<file path="src/rtl/collision_edge_collector.sv">
// Per-frame player/obstacle overlap collector: accumulates touched player edges and
// overlap pixel count, then reports one collision pulse just after each frame boundary.
module collision_edge_collector #(
    parameter int OBJECT_WIDTH    = 32,
    parameter int OBJECT_HEIGHT   = 32,
    parameter int EDGE_MARGIN     = 4,
    parameter int MIN_HIT_PIXELS  = 2,
    parameter int COOLDOWN_FRAMES = 2
) (
    input  logic               clk,
    input  logic               reset,
    input  logic               startOfFrame,
    input  logic        [10:0] pixelX,
    input  logic        [10:0] pixelY,
    input  logic signed [10:0] topLeftX,
    input  logic signed [10:0] topLeftY,
    input  logic               playerDR,
    input  logic               obstacleDR,
    output logic               collision,
    output logic        [3:0]  HitEdgeCode,
    output logic        [15:0] hitCount
);

    localparam int CDW = (COOLDOWN_FRAMES > 0) ? $clog2(COOLDOWN_FRAMES + 1) : 1;

    localparam logic [1:0] S_ARMED    = 2'd0;
    localparam logic [1:0] S_REPORT   = 2'd1;
    localparam logic [1:0] S_COOLDOWN = 2'd2;

    logic [11:0]    w_off_x;
    logic [11:0]    w_off_y;
    logic           w_valid;
    logic [3:0]     w_edge;
    logic           w_report;

    logic [1:0]     r_state;
    logic [CDW-1:0] r_cd;
    logic [3:0]     r_edge_acc;
    logic [15:0]    r_pix_acc;
    logic [3:0]     r_hit_edge;
    logic [15:0]    r_hit_count;

    // 12-bit two's-complement offsets; bit 11 set means the pixel lies left/above the sprite
    assign w_off_x = {1'b0, pixelX} - {topLeftX[10], topLeftX};
    assign w_off_y = {1'b0, pixelY} - {topLeftY[10], topLeftY};

    assign w_valid = playerDR && obstacleDR
                  && !w_off_x[11] && (w_off_x < 12'(OBJECT_WIDTH))
                  && !w_off_y[11] && (w_off_y < 12'(OBJECT_HEIGHT));

    assign w_edge = {4{w_valid}} & {
        (w_off_x <  12'(EDGE_MARGIN)),
        (w_off_y <  12'(EDGE_MARGIN)),
        (w_off_x >= 12'(OBJECT_WIDTH - EDGE_MARGIN)),
        (w_off_y >= 12'(OBJECT_HEIGHT - EDGE_MARGIN))
    };

    assign w_report = (r_pix_acc >= 16'(MIN_HIT_PIXELS)) && (r_edge_acc != 4'd0);

    // The frame-start cycle's own overlap seeds the new frame rather than the closing one
    always_ff @(posedge clk or posedge reset) begin
        if (reset) begin
            r_edge_acc  <= 4'd0;
            r_pix_acc   <= 16'd0;
            r_hit_count <= 16'd0;
        end else if (startOfFrame) begin
            r_edge_acc  <= w_edge;
            r_pix_acc   <= {15'd0, w_valid};
            r_hit_count <= r_pix_acc;
        end else begin
            r_edge_acc <= r_edge_acc | w_edge;
            if (w_valid && (r_pix_acc != 16'hFFFF)) begin
                r_pix_acc <= r_pix_acc + 16'd1;
            end
        end
    end

    always_ff @(posedge clk or posedge reset) begin
        if (reset) begin
            r_state    <= S_ARMED;
            r_cd       <= '0;
            r_hit_edge <= 4'd0;
        end else begin
            case (r_state)
                S_REPORT: begin
                    r_cd    <= CDW'(COOLDOWN_FRAMES);
                    r_state <= (COOLDOWN_FRAMES == 0) ? S_ARMED : S_COOLDOWN;
                end
                S_COOLDOWN: begin
                    // The frame closing as cd hits zero is still discarded
                    if (startOfFrame) begin
                        r_cd <= r_cd - CDW'(1);
                        if (r_cd <= CDW'(1)) begin
                            r_state <= S_ARMED;
                        end
                    end
                end
                default: begin
                    if (startOfFrame && w_report) begin
                        r_state    <= S_REPORT;
                        r_hit_edge <= r_edge_acc;
                    end
                end
            endcase
        end
    end

    assign collision   = (r_state == S_REPORT);
    assign HitEdgeCode = r_hit_edge;
    assign hitCount    = r_hit_count;

endmodule

</file>
<file path="config.mk">
export PLATFORM = sky130hd
export DESIGN_NAME = collision_edge_collector
export DESIGN_NICKNAME = d
export VERILOG_FILES = /design/src/rtl/collision_edge_collector.sv
export SDC_FILE = /design/constraint.sdc
export NUM_CORES = 1
export LEC_CHECK = 0
export CORE_UTILIZATION = 45
export CTS_BUF_LIST = sky130_fd_sc_hd__clkbuf_8
export DETAILED_ROUTE_END_ITERATION = 10
export GPL_ROUTABILITY_DRIVEN = 0
export MAX_ROUTING_LAYER = met4
export PLACE_DENSITY = 0.73
export SLEW_MARGIN = 20
export SYNTH_ARGS = -nofsm -noshare
export SYNTH_HDL_FRONTEND = slang
export SYNTH_SLANG_ARGS = --single-unit
export TNS_END_PERCENT = 100
</file>
<file path="constraint.sdc">
create_clock -name clk -period 2.4 [get_ports clk]
set_input_delay 0.48 -clock clk [delete_from_list [all_inputs] [get_ports clk]]
set_output_delay 0.48 -clock clk [all_outputs]
set_load 0.01 [all_outputs]
</file>
After elaboration in Yosys (flattened, before gate mapping)
Cells that the tools add are included.

operators by class
  magnitude comparators = 8
  add/subtract/negate cells = 4
  equality and inequality tests = 5
  reductions and logical operators = 18
  bitwise logic cells = 3
  multiplexer cells = 9

operator list
  kind                   count
  $mux 16                2
  $ge 12x5->1 const B    2
  $lt 12x3->1 const B    2
  $lt 12x6->1 const B    2
  $sub 11x12->12         2
  $add 16x1->16 const B  1
  $ge 16x2->1 const B    1
  $ne 16x16->1 const B   1
  $logic_and 1x1->1      8
  $mux 2                 4
  $pmux 2 s2             2
  $and 4x4->4            1
  $mux 4                 1
  $ne 2x2->1 const B     2
  $or 4x4->4             1
  $reduce_and 2->1       2
  $reduce_bool 2->1      2
  $reduce_bool 4->1      1
  $reduce_and 3->1       1
  $reduce_bool 3->1      1
  $eq 2x1->1 const B     1
  $eq 2x2->1 const B     1
  $le 2x1->1 const B     1
  $logic_not 1->1        2
  other kinds (3)        3

word-level totals
  logic and storage cells = 53
  input port bits = 49
  output and inout bits = 21
  register bits = 44

Logic depth before layout (Yosys ltp)
Gate-level depths: netlist of the first run.

  depth in word-level cells = 9
  mapped depth = 12

Worst setup path after synthesis of the first run
No wires, ideal clock.

  path kind = input -> register
  start = input port pixelY[0]
  end = register r_pix_acc[4]
  stages on the path = 12
  path buffers = 1
  slack = -0.811 ns
  arrival time = 3.084 ns
  cells stage by stage = inv_1 ha_1 fa_1 nor2b_1 o2111ai_1 a211o_1 and3_1 nor3_1 nand4_4 buf_6 nor3_1 mux2_1

between the ends
  longest elaborated chain between the ends = 6

ends and longest elaborated chain
  item                                                                 line  RTL
  from (decl)                                                          14    input logic [10:0] pixelY,
  $sub 11x12->12 *                                                     45    assign w_off_y = {1'b0, pixelY} - {topLeftY[10], topLeftY};
  parallel branches: the longest is 2 deep, another holds $lt 12x6->1  n/a
  $logic_and 1x1->1 *                                                  49    && !w_off_y[11] && (w_off_y < 12'(OBJECT_HEIGHT));
  $logic_and 1x1->1 *                                                  72    if (w_valid && (r_pix_acc != 16'hFFFF)) begin
  $reduce_bool 2->1 (no line) *                                        n/a
  to (signal assigned)                                                 68    r_pix_acc <= {15'd0, w_valid};
  to (signal assigned)                                                 73    r_pix_acc <= r_pix_acc + 16'd1;
  to (decl)                                                            39    logic [15:0] r_pix_acc;

Mark *: on every way between the ends.
A chain may end at the register's enable or synchronous reset.

Worst setup path in the final report of the first run
  start = input port pixelX[0]
  end = register r_pix_acc[12]

between the ends
  longest elaborated chain between the ends = 8

ends and longest elaborated chain
  item                                                                 line  RTL
  from (decl)                                                          13    input logic [10:0] pixelX,
  $sub 11x12->12 *                                                     44    assign w_off_x = {1'b0, pixelX} - {topLeftX[10], topLeftX};
  parallel branches: the longest is 2 deep, another holds $lt 12x6->1  n/a
  $logic_and 1x1->1 *                                                  48    && !w_off_x[11] && (w_off_x < 12'(OBJECT_WIDTH))
  $logic_and 1x1->1 * (2 in series)                                    49
  $logic_and 1x1->1 *                                                  72
  $reduce_bool 2->1 (no line) *                                        n/a

Marks and branches as above.

==> results of run 1 <==
-- report_power, final --
part / internal [mW] / leakage (nW) / switching (mW)
clock network: 0.203 / 0.0455 / 0.264
registers: 0.774 / 0.604 / 0.0226
logic: 0.522 / 1.97 / 0.484
total: 1.50 / 2.62 / 0.770
-- tightest hold or removal path: cells and delay by family, from the launching register on --
family | cells | cell delay [ns]
AOI/OAI and AO/OA | 1 | 0.06
DFF | 1 | 0.35
and+or+nand+nor | 1 | 0.04
-- layout by cell type (no fill, tap or decap), types with 4 or more instances in the layout --
cell type | netlist | routed
clkbuf_2 | 0 | 4
nor3_4 | 0 | 11
nand2_1 | 21 | 20
dfrtp_1 | 44 | 44
nand4_1 | 16 | 16
clkdlybuf4s15_1 | 0 | 7
inv_1 | 41 | 21
a21oi_2 | 0 | 4
o21ai_1 | 0 | 4
a21oi_1 | 26 | 19
ha_4 | 0 | 19
and3_1 | 13 | 11
ha_1 | 27 | 6
inv_2 | 0 | 17
nor2_1 | 23 | 23
dlygate4sd2_1 | 0 | 13
mux2_4 | 0 | 8
nor2b_1 | 14 | 11
xnor2_1 | 6 | 5
a21o_1 | 6 | 6
buf_2 | 6 | 14
clkdlybuf4s50_1 | 0 | 25
mux2_2 | 22 | 17
nand3_1 | 7 | 6
nor4_1 | 8 | 6
o22ai_1 | 5 | 5
o21ai_0 | 21 | 17
nor3b_1 | 5 | 4
o21a_1 | 5 | 5
buf_4 | 0 | 86
clkbuf_8 | 0 | 5
buf_6 | 2 | 12
-- timing repair --
action | in CTS | in global routing
gates resized for setup | 183 | 46
setup endpoints to repair | 20 | 20
pin swaps | 47 | 17
cloned | 2 | 0
buffers inserted | 16 | 5
-- how the worst max path moves through the flow --
stage	start	slack [ns]	end
final	pixelX[0]	-0.56	r_pix_acc[12]
after CTS	topLeftX[4]	-0.51	r_pix_acc[8]
after global routing	pixelX[0]	-0.63	r_pix_acc[12]
after detailed placement	pixelY[0]	-1.37	r_pix_acc[10]
after global placement	pixelY[0]	-1.27	r_pix_acc[13]
after floorplan	pixelY[0]	-0.54	r_pix_acc[4]
-- routing by layer --
| layer | wire length, um | vias up | share of wire (%) | track usage [%] |
|---|---|---|---|---|
| met2 | 5460 | 102 | 54 | 47.2 |
| met4 | 225 | 0 | 2.2 | 9.26 |
| met3 | 289 | 21 | 2.9 | 2.60 |
| li1 | - | 1781 | - | - |
| met1 | 4110 | 1825 | 41 | 28.7 |
| met5 | 0 | - | 0 | - |
-- cell families after synthesis --
group	after synthesis	share of synthesized area, %
xor+xnor	9	2.20
flops	44	30.8
buf+inv	59	6.82
mux	27	8.43
fa+ha+maj	29	10.6
compound gates	93	17.9
simple gates	146	23.3
-- sequential cells by signal, indices dropped and copies added (netlist names) --
name	count
r_state	2
r_pix_acc	16
r_cd	2
hitCount	16
HitEdgeCode	4
r_edge_acc	4
-- cells in the mapped netlist (3+ instances only) --
library cell and count:
nor3b_1 5, buf_2 6, a21oi_1 26, nand2b_1 4
ha_1 27, nor2b_1 14, o22ai_1 5, a31oi_1 4
and3_1 13, xnor2_1 6, o2111ai_1 3, nand3b_1 3
mux2_1 3, dfrtp_1 44, nor4_1 8, a21o_1 6
xor2_1 3, o21a_1 5, o21ai_0 21, clkbuf_1 10
mux2_2 22, or3_1 5, nor2_1 23, inv_1 41
nor3_1 14, nand2_1 21, nand4_1 16, nand3_1 7
-- stage by stage --
| step | setup slack (ns) | total power [mW] |
|---|---|---|
| global placement | -1.27 | 1.61 |
| finish | -0.558 | 2.27 |
| global route | -0.629 | 2.40 |
| detailed placement | -1.37 | 1.65 |
| floorplan | -0.539 | 1.31 |
| CTS | -0.510 | 2.23 |
-- area by class of cell --
class | instances | share of cell area (%)
clock buffers | 5 | 1.20
clock inverters | 3 | 0.349
inverters | 41 | 2.94
multi-input cells | 304 | 50.0
flip-flops and latches | 44 | 19.2
well taps | 102 | 2.22
repair buffers | 165 | 24.1
==> impl_results.md, run 1 <==
- Outcome: finished, violations left
- Failing checks: setup timing
- Design area: 0.00574 mm^2
- Hold Slack: between 0.4 and 0.5 ns
- Fill cell count: about 520
- Number of synthesized flops with an enable pin: 0
- Critical path's top delay family: simple AND/OR/NAND/NOR gates
- Fin. Hold Viols: 0
- Final setup viols: 20
- Skew final: around 0.017 ns
- Layout Nets: 639
- Post-route minimum period: approximately 3.0 ns
- Post-synthesis net count: slightly below 500
- Top cells by area, synth: dfrtp_1 (31%), ha_1 (9.4%), mux2_2 (6.9%)
- Setup WS post-layout: -0.558 ns
- Slowest stage cell, crit path: fa_2
- Vias after detailed routing: ~3700
- WL final: between 10000 and 15000 um
- Vias in the first global route: 3840
- IO Count: 70
- Crit Reg-Reg Startpoint: r_pix_acc[9]
- CP startpoint kind: input port
- Post-synth ARST share: 100%
- Hold path endpoint: HitEdgeCode[1]
- Synth Area per Inst: slightly below 9 um^2
- Worst slew pin tran: 0.554 ns
- Hold path depth: 2
- FF-to-FF setup slack: ~0.090 ns
- Pin count of the biggest net entering global routing: 48
- Share of layout cells above drive strength 1: between 40% and 50%
- RSZ-0062 raised after global routing: true
- DIE HEIGHT: 91.2 um
- Clock Latency Late Sink: approximately 0.31 ns
- Pwr dens: 395 mW/mm^2
- Routed length per instance: 15.2 um
- Clock buffer count from CTS: 5
- Crit path required time: about 2.6 ns
- Seq/Total Area, Yosys: a little under a third
- Post-synth top area share: between 30% and 40%
- Max-slew violations: 0
- P_leak: ~2.6 nW
- Crit. End Element: flip-flop
- R2r worst-path depth: 8
- FF/Latch Area: approximately 0.0011 mm^2
- CTS root buffer: clkbuf_8
- Remaining DRCs: 0
- Leading area contributor after synthesis: dfrtp_1
- R2R Path End: r_pix_acc[9]
- Die area: around 0.0083 mm^2
- Synth Instances: between 400 and 500
- Ys flop type: dfrtp_1
- Antenna viol nets, final: 0
- Area post-placement: 0.00503 mm^2
- First-pass GRT wire length: 17100 um
- Achievable frequency: approximately 0.34 GHz
- Max_slew headroom: between 60 and 70%
- Grt ovf: 0
- Area Overhead vs Synth: 60.5%
- Critical path class: in -> reg
- Bufs and invs on worst path: 4
- Max_cap viols: 0
- # rows: 32
- Peak fanout along the critical path: 5
- Vias per cell: around 5.6
- Clock sinks: 44
- Most used cell, CP: nor3_4
- Dpl hpwl: between 6000 and 7000 um
- Worst stage delay on the critical path: 0.37 ns
- Initial DRC count: just under 200
- Tcrit/Tclk final: 123%
- PortBufs: 69
- All-Layer GR Usage: between 20% and 30%
- Core area: approximately 0.0077 mm^2
- Worst path depth: 14
- DR pass1 iterations: 5
- DIE WIDTH: about 91 um
- Clock transition at path regs: 0.09 ns
- Area of the multi-input gates: between 0.002 and 0.003 mm^2
- Final cell count without fillers: about 660
- Synth warn: 0
- Utilization after layout: between 70% and 80%
- Clock Path Buffers: 2
- Total negative setup slack: -8.18 ns
- Cells after DPL: ~640
- Syn Std Cell Area: around 0.0036 mm^2
- Hold WC Path Type: reg -> reg
- Number of diodes: 0
- Hold_buf cts: 0
- Worst VDD drop: around 0.24 mV
- Initial core utilization: 46.3%
- CP cell instances: buf_6 -> inv_4 -> ha_4 -> fa_2 -> nor2b_2 -> o2111ai_2 -> buf_4 -> a211oi_4 -> nor3_4 -> nor4_4 -> nand4_4 -> buf_12 -> nor3_4 -> mux2_4
- CTS H-Tree Depth: 2
- Hold path startpoint: HitEdgeCode[1]
- TritonCTS clock tree: yes
- CP arrival: around 3.1 ns
- Count of cell types in the netlist: 56
- Initial antenna violation count: 0
- Flop and latch count out of synthesis: 44
(Power assumes the default switching activity.)
==> run 2: changes to the inputs <==
Settings changed: CAP_MARGIN set to 15.
Clock period 2.4 ns to 3.7 ns, I/O delays scaled along.
==> impl_results.md, run 2 (synthesis gave the netlist of run 1 again) <==
- Clock transition at path regs: approximately 0.07 ns
- R2R Path End: r_pix_acc[15]
- Bufs and invs on worst path: 4
- Skew final: ~0.0026 ns
- Final Power: 1.35 mW
- All-Layer GR Usage: 21.1%
- Critical path class: in -> reg
- Hold_buf cts: 0
- Final setup viols: 0
- Worst VDD drop: around 0.14 mV
- Number of diodes: 0
- CTS H-Tree Depth: 2
- Slowest stage cell, crit path: clkdlybuf4s50_1
- FF-to-FF setup slack: ~1.4 ns
- Design area: between 0.004 and 0.005 mm^2
- Antenna viol nets, final: 0
- Vias per cell: 5.41
- Grt ovf: 0
- Most common cell after layout, fill and taps aside: clkdlybuf4s50_1
- P_leak: ~2.3 nW
- DR pass1 iterations: 4
- Total negative setup slack: 0 ns
- Outcome: finished clean
- Tcrit/Tclk final: a little under 100%
- Utilization after layout: between 60% and 70%
- Max_slew headroom: roughly 54%
- WL final: between 8000 and 9000 um
- Remaining DRCs: 0
- Worst slack, placed: -0.305 ns
- Routed length per instance: 13.0 um
- TritonCTS clock tree: yes
- Initial core utilization: between 40 and 50%
- Share of layout cells above drive strength 1: a little over a fifth
- Worst slew pin tran: around 0.69 ns
- Max-slew violations: 0
- Achievable frequency: approximately 0.28 GHz
- Met2 wire length: roughly 4000 um
- Area post-placement: about 0.0047 mm^2
- # rows: 32
- Initial antenna violation count: 0
- Cells after DPL: about 620
- DIE WIDTH: between 90 and 100 um
- Setup WS post-layout: roughly 0.080 ns
- Hold path depth: 1
- Vias after detailed routing: 3382
- Max_cap viols: 0
- Crit. End Element: flip-flop
- Clock buffer count from CTS: 5
- PortBufs: 69
- First-pass GRT wire length: 14400 um
- Final cell count without fillers: approximately 630
- Crit path required time: between 3 and 4 ns
- Die area: between 0.008 and 0.009 mm^2
- Commonest cells after routing, fill and taps aside: clkdlybuf4s50_1 (69), buf_4 (57), dfrtp_1 (44)
- Core area: 0.00773 mm^2
- Area Overhead vs Synth: 37.6%
- Hold path startpoint: r_cd[0]
- Post-route minimum period: roughly 3.6 ns
- Dpl hpwl: 6400 um
- Hold path endpoint: r_cd[0]
- Clock Latency Late Sink: slightly below 0.3 ns
- Worst stage delay on the critical path: between 0.4 and 0.5 ns
- CP startpoint kind: input port
- IO Count: 70
- CP cell instances: clkdlybuf4s50_1 -> inv_1 -> ha_1 -> fa_2 -> nor2b_2 -> o31ai_1 -> a21o_1 -> a221o_1 -> nor4_2 -> buf_4 -> nand4_4 -> buf_12 -> nor3_2 -> mux2_1
- Critical path's top delay family: buffers and inverters
- Hold WC Path Type: reg -> reg
- Hold Slack: roughly 0.48 ns
- Peak fanout along the critical path: 17
- Crit Reg-Reg Startpoint: r_pix_acc[3]
- Pin count of the biggest net entering global routing: 48
- Layout Nets: between 600 and 700
- Wire length on met1: approximately 3700 um
- DIE HEIGHT: between 90 and 100 um
- Vias in the first global route: 3297
- Clock sinks: 44
- Pwr dens: between 200 and 300 mW/mm^2
- Initial DRC count: 182
- Fin. Hold Viols: 0
- Clock Path Buffers: 2
- CP arrival: between 3 and 4 ns
- DR top layer: met4
- CTS root buffer: clkbuf_8
- Met3 WL: 272 um
- R2r worst-path depth: 8
[run 2: cell type report]
cell class                 instances  area, um^2
inverter                          41         154
timing repair buffer             127        1140
sequential                        44        1100
multi-input combinational        304        2310
tap                              102         128
fill                             656        2800
clock buffer                       7        96.3
[run 2: timing repair]
action / in CTS / in global routing
setup buffers: 0 / 1
gates resized for setup: 0 / 15
pin swaps: 0 / 2
setup endpoints to repair: 1 / 13
[run 2: worst register-to-register path, stage by stage (launching register included)]
cell	delay (ns)
dfrtp_1	0.44
and3_1	0.21
and3_1	0.24
nand2_1	0.09
nor2_1	0.07
and3_1	0.24
or4_1	0.52
or3_1	0.31
a21oi_1	0.15
[run 2: worst max-delay path by stage]
stage,start,endpoint,slack (ns),cells after the start
2_1_floorplan,pixelY[0],r_pix_acc[4],0.23,12
3_3_place_gp,pixelY[0],r_pix_acc[9],-0.24,13
3_5_place_dp,pixelX[0],r_pix_acc[9],-0.31,13
4_1_cts,pixelX[0],r_pix_acc[13],-0.002,13
5_1_grt,topLeftX[9],r_pix_acc[8],-0.04,12
6_report,pixelY[0],r_pix_acc[8],0.08,14
[run 2: metal layers]
metal,vias to the layer above,global-route usage (%)
li1,1708,-
met5,-,-
met3,11,2.35
met4,0,5.42
met2,74,35.4
met1,1589,27.1
[run 2: where the power goes]
group          internal, mW  switching, mW
combinational         0.267          0.243
sequential            0.502         0.0149
clock                 0.166          0.152
total                 0.936          0.409
==> run 3: changes to the inputs <==
Settings changed: CELL_PAD_IN_SITES_DETAIL_PLACEMENT set to 1, CELL_PAD_IN_SITES_GLOBAL_PLACEMENT set to 1, CORE_UTILIZATION 45 to 44, PLACE_DENSITY 0.73 to 0.91, SLEW_MARGIN 20 to 5.
==> impl_results.md, run 3 (synthesis gave the netlist of run 1 again) <==
- Outcome: finished, violations left
- Failing checks: setup timing
- Design area: between 0.005 and 0.006 mm^2
- Setup WS post-layout: -0.0683 ns
- All-Layer GR Usage: 28.6%
- Max_cap viols: 0
- Vias in the first global route: 3987
- CTS root buffer: clkbuf_8
- # rows: 32
- DIE HEIGHT: around 90 um
- Tcrit/Tclk final: 102%
- Layout Nets: 606
- Pin count of the biggest net entering global routing: between 40 and 50
- Core area: 0.00781 mm^2
- CP startpoint kind: input port
- Most common cell after layout, fill and taps aside: clkdlybuf4s50_1
- Initial antenna violation count: 0
- Worst slew pin tran: approximately 0.56 ns
- Number of diodes: 0
- Clock Path Buffers: 2
- PortBufs: about 70
- Vias per cell: 6.30
- CP cell instances: clkdlybuf4s50_1 -> inv_1 -> ha_4 -> nand2_1 -> a21oi_1 -> nand4_1 -> or4_4 -> a2111oi_4 -> nand4_4 -> buf_12 -> nor3_4 -> mux2_4
- Hold_buf cts: 0
- Critical path class: in -> reg
- Peak fanout along the critical path: 5
- Crit. End Element: flip-flop
- Area post-placement: ~0.0047 mm^2
- Antenna viol nets, final: 0
- Achievable frequency: between 0.2 and 0.3 GHz
- Share of layout cells above drive strength 1: about a quarter
- First-pass GRT wire length: around 19000 um
- Initial DRC count: between 200 and 300
- IO Count: 70
- CTS H-Tree Depth: 2
- M1 GR Usage: roughly 30%
- Worst stage delay on the critical path: 0.52 ns
- Initial core utilization: between 40% and 50%
- Crit path required time: 3.90 ns
- Final Power: 1.44 mW
- Fill cell count: roughly 870
- Die area: about 0.0085 mm^2
- Final setup viols: 10
- Max_slew headroom: between 60% and 70%
- TritonCTS clock tree: yes
- Area Overhead vs Synth: 44.5%
- Met2 GRT Util: between 50% and 60%
- CP arrival: between 3 and 4 ns
- Hold WC Path Type: reg -> reg
- Grt ovf: 0
- P_leak: roughly 2.4 nW
- Clock buffer count from CTS: 5
- Clock Latency Late Sink: ~0.31 ns
- DIE WIDTH: roughly 92 um
- Clock transition at path regs: about 0.09 ns
- WL final: approximately 14000 um
- Max-slew violations: 0
- Dpl hpwl: ~8600 um
- Vias after detailed routing: between 3000 and 4000
- Slowest stage cell, crit path: clkdlybuf4s50_1
- Post-route minimum period: roughly 3.8 ns
- DR pass1 iterations: 4
- Skew final: just over 0.01 ns
- Grt met3 use: between 4 and 5%
- Routed length per instance: roughly 23 um
- Pwr dens: approximately 280 mW/mm^2
- Clock sinks: between 40 and 50
- Worst VDD drop: 0.144 mV
- Utilization after layout: between 60% and 70%
- Commonest cells after routing, fill and taps aside: clkdlybuf4s50_1 (65), buf_4 (60), dfrtp_1 (44)
- Remaining DRCs: 0
- Fin. Hold Viols: 0
- Grt peak-use layer: met2
[run 3: worst max-delay path: cells and delay by family]
family | cells | cell delay, ns
AND/OR/NAND/NOR | 5 | 1.16
buffers and inverters | 3 | 0.81
AO/OA/AOI/OAI | 2 | 0.63
multiplexers | 1 | 0.32
adder cells (fa/ha/maj) | 1 | 0.30
[run 3: cell type report]
cell class | instances | area [um^2] | area share (%)
Clock buffer | 5 | 68.8 | 1.33
Sequential cell | 44 | 1100 | 21.3
Multi-Input combinational cell | 304 | 2470 | 47.8
Timing Repair Buffer | 132 | 1220 | 23.6
Tap cell | 102 | 128 | 2.47
Inverter | 41 | 154 | 2.98
Clock inverter | 3 | 23.8 | 0.460
[run 3: timing repair]
item / in CTS / in global routing
cloned: 0 / 2
resized for setup: 5 / 42
setup buffers: 1 / 5
pin swaps: 1 / 23
setup endpoints to repair: 8 / 20
[run 3: worst paths after layout]
| check | start | end | slack (ns) | cells past startpoint |
|---|---|---|---|---|
| worst min-delay path | r_cd[1] | r_cd[1] | 0.50 | 1 |
| worst max register to register | r_pix_acc[8] | r_pix_acc[15] | 1.05 | 8 |
| min in group asynchronous | reset | r_pix_acc[11] | 0.89 | 3 |
| worst max-delay path | topLeftX[10] | r_pix_acc[10] | -0.07 | 12 |
| max in group asynchronous | reset | hitCount[15] | 2.43 | 3 |
| worst min register to register | r_cd[1] | r_cd[1] | 0.50 | 1 |
[run 3: power breakdown]
| group | total (mW) | internal [mW] | leakage [nW] | switching (mW) |
|---|---|---|---|---|
| logic | 0.602 | 0.288 | 1.71 | 0.314 |
| registers | 0.518 | 0.502 | 0.604 | 0.0159 |
| clock network | 0.318 | 0.134 | 0.0404 | 0.184 |
| total | 1.44 | 0.924 | 2.36 | 0.514 |
[run 3: stage by stage]
step / TNS, ns / hold slack (ns) / cells / worst slack (ns)
5_1_grt: -1.63 / 0.537 / 631 / -0.151
4_1_cts: 0 / 0.497 / 624 / 0.000526
3_3_place_gp: -2.59 / 0.467 / 615 / -0.239
6_report: -0.424 / 0.501 / 631 / -0.0683
2_1_floorplan: 0 / 0.457 / 407 / 0.229
3_5_place_dp: -4.74 / 0.477 / 615 / -0.408
[run 3: layer usage]
metal  routed length [um]  part of all wire [%]
met5                    0                     0
met1                 5480                    38
met4                  806                   5.6
met3                  754                   5.2
met2                 7340                    51
==> edit (config.mk and constraints of run 1) <==
Change the parameter `COOLDOWN_FRAMES` from 2 to 4.
--- a/src/rtl/collision_edge_collector.sv
+++ b/src/rtl/collision_edge_collector.sv
@@ -5,7 +5,7 @@
     parameter int OBJECT_HEIGHT   = 32,
     parameter int EDGE_MARGIN     = 4,
     parameter int MIN_HIT_PIXELS  = 2,
-    parameter int COOLDOWN_FRAMES = 2
+    parameter int COOLDOWN_FRAMES = 4
 ) (
     input  logic               clk,
     input  logic               reset,
Function: changed (a bounded check fails within 10 cycles, from zero or initial values and one cycle with reset high).
==> edit against run 1 <==
  * Die area fell by 3.7%
  * Area after synthesis fell by 3.7%
  * Setup slack improved by 0.076 ns
  * First-iteration DRC count rose by 16%
  * Clock skew fell by 0.0079 ns
  * Highest routed layer unchanged
  * Sequential share of layout area rose by 0.46 points
  * Power rose by 2.9%
  * Wire length rose by 12%
  * The flow still finishes with violations (setup timing)
  * Core utilization rose by 3.9 points
  * Sequential cell count rose by 1
  * Final area fell by 0.11%
  * Count of clock-buffer cells in the layout rose by 1
  * Cell count fell by 4.5%
==> edit: results (changes against run 1) <==
[synthesis]
yosysSeqAreaShare_pct = 32.7  ; was 30.8%
syn_area_mm2 = 0.00344  ; was 0.00358 mm2
syn_nets = 460  ; was 485
ys_top_cells_by_count = 45 x dfrtp_1, 41 x inv_1, 29 x nor2_1  ; was 44 x dfrtp_1, 41 x inv_1, 27 x ha_1

[clocking]
post_cts_buffers = 23  ; was 16
cts_resized = 191  ; was 183

[pwr]
ir_worst_vdd_v = 0.000254  ; was 0.000237 V
seqPwrFrac_pct = 35.4  ; was 35.1%
intPower_mw = 1.56  ; was 1.50 mW

[timing]
fin_skew_ns = 0.00913  ; was 0.0171 ns
worstMarginPinSlew_ns = 0.622  ; was 0.554 ns
finalSetupViolCount = 20  ; unchanged
hold_slack_ns = 0.496  ; was 0.486 ns
setup_ws_ns = -0.483  ; was -0.558 ns

[cells_and_area]
fillers = 427  ; was 517
nets = 614  ; was 639
post_route_cells_drive_above_1_share_pct = 46.2  ; was 44.0%

[status]
failed_checks = setup timing  ; unchanged
status = finished, violations left  ; unchanged

[setup_path]
rr_startpoint = r_pix_acc[3]  ; was r_pix_acc[9]
r2r_cells = 9  ; was 8
r2r_slack_ns = -0.13  ; was 0.09 ns
arrival_ns = 3.11  ; was 3.14 ns

[routing]
via_count = 3606  ; was 3729
routed_wl_um = 11300  ; was 10100 um
firstDrtPassIters = 4  ; was 5

[grt]
grt_max_degree = 46  ; was 48

## edit: stage by stage
| stage | setup WS [ns] | utilization [%] | instances | total power, mW | cell area [um2] |
|---|---|---|---|---|---|
| after floorplan | -0.466 | - | 381 | 1.34 | 3570 |
| after global placement | -1.10 | 64.8 | 593 | 1.61 | 4750 |
| after detailed placement | -1.20 | 64.8 | 593 | 1.65 | 4750 |
| after CTS | -0.435 | 75.6 | 625 | 2.25 | 5550 |
| after global routing | -0.578 | 78.2 | 634 | 2.46 | 5740 |
| final | -0.483 | 78.2 | 634 | 2.34 | 5740 |
## edit: worst max path at each step
stage / startpoint / to / slack [ns] / cells after the start
final: topLeftY[1] / r_edge_acc[2] / -0.48 / 14
after global routing: topLeftX[8] / r_pix_acc[4] / -0.58 / 13
after CTS: pixelY[0] / r_pix_acc[8] / -0.43 / 14
after detailed placement: topLeftX[1] / r_pix_acc[11] / -1.20 / 12
after global placement: topLeftY[4] / r_pix_acc[11] / -1.10 / 12
after floorplan: topLeftY[4] / r_pix_acc[11] / -0.47 / 12
## edit: kinds of logic after synthesis
kind of cell	after synthesis	synth area share, %
xor+xnor	10	2.54
flops	45	32.7
buf+inv	52	6.10
compound gates	92	18.8
simple gates	123	19.2
fa+ha+maj	30	11.3
mux	29	9.38
## edit: metal layers
layer  vias to the layer above  GRT usage [%]  part of all wire (%)
met5                         -              -                     0
met4                         0           13.7                   3.9
met3                        39           4.71                   3.5
met2                       128           53.3                    53
met1                      1757           30.2                    39
li1                       1682              -                     -
## edit: cell type report
type | instances | area (um2) | area share [%]
repair buffers | 158 | 1370 | 24.0
multi-input cells | 284 | 2850 | 49.8
clock buffers | 6 | 82.6 | 1.44
clock inverters | 1 | 3.75 | 0.0654
flip-flops and latches | 45 | 1130 | 19.6
well taps | 99 | 124 | 2.16
inverters | 41 | 171 | 2.99
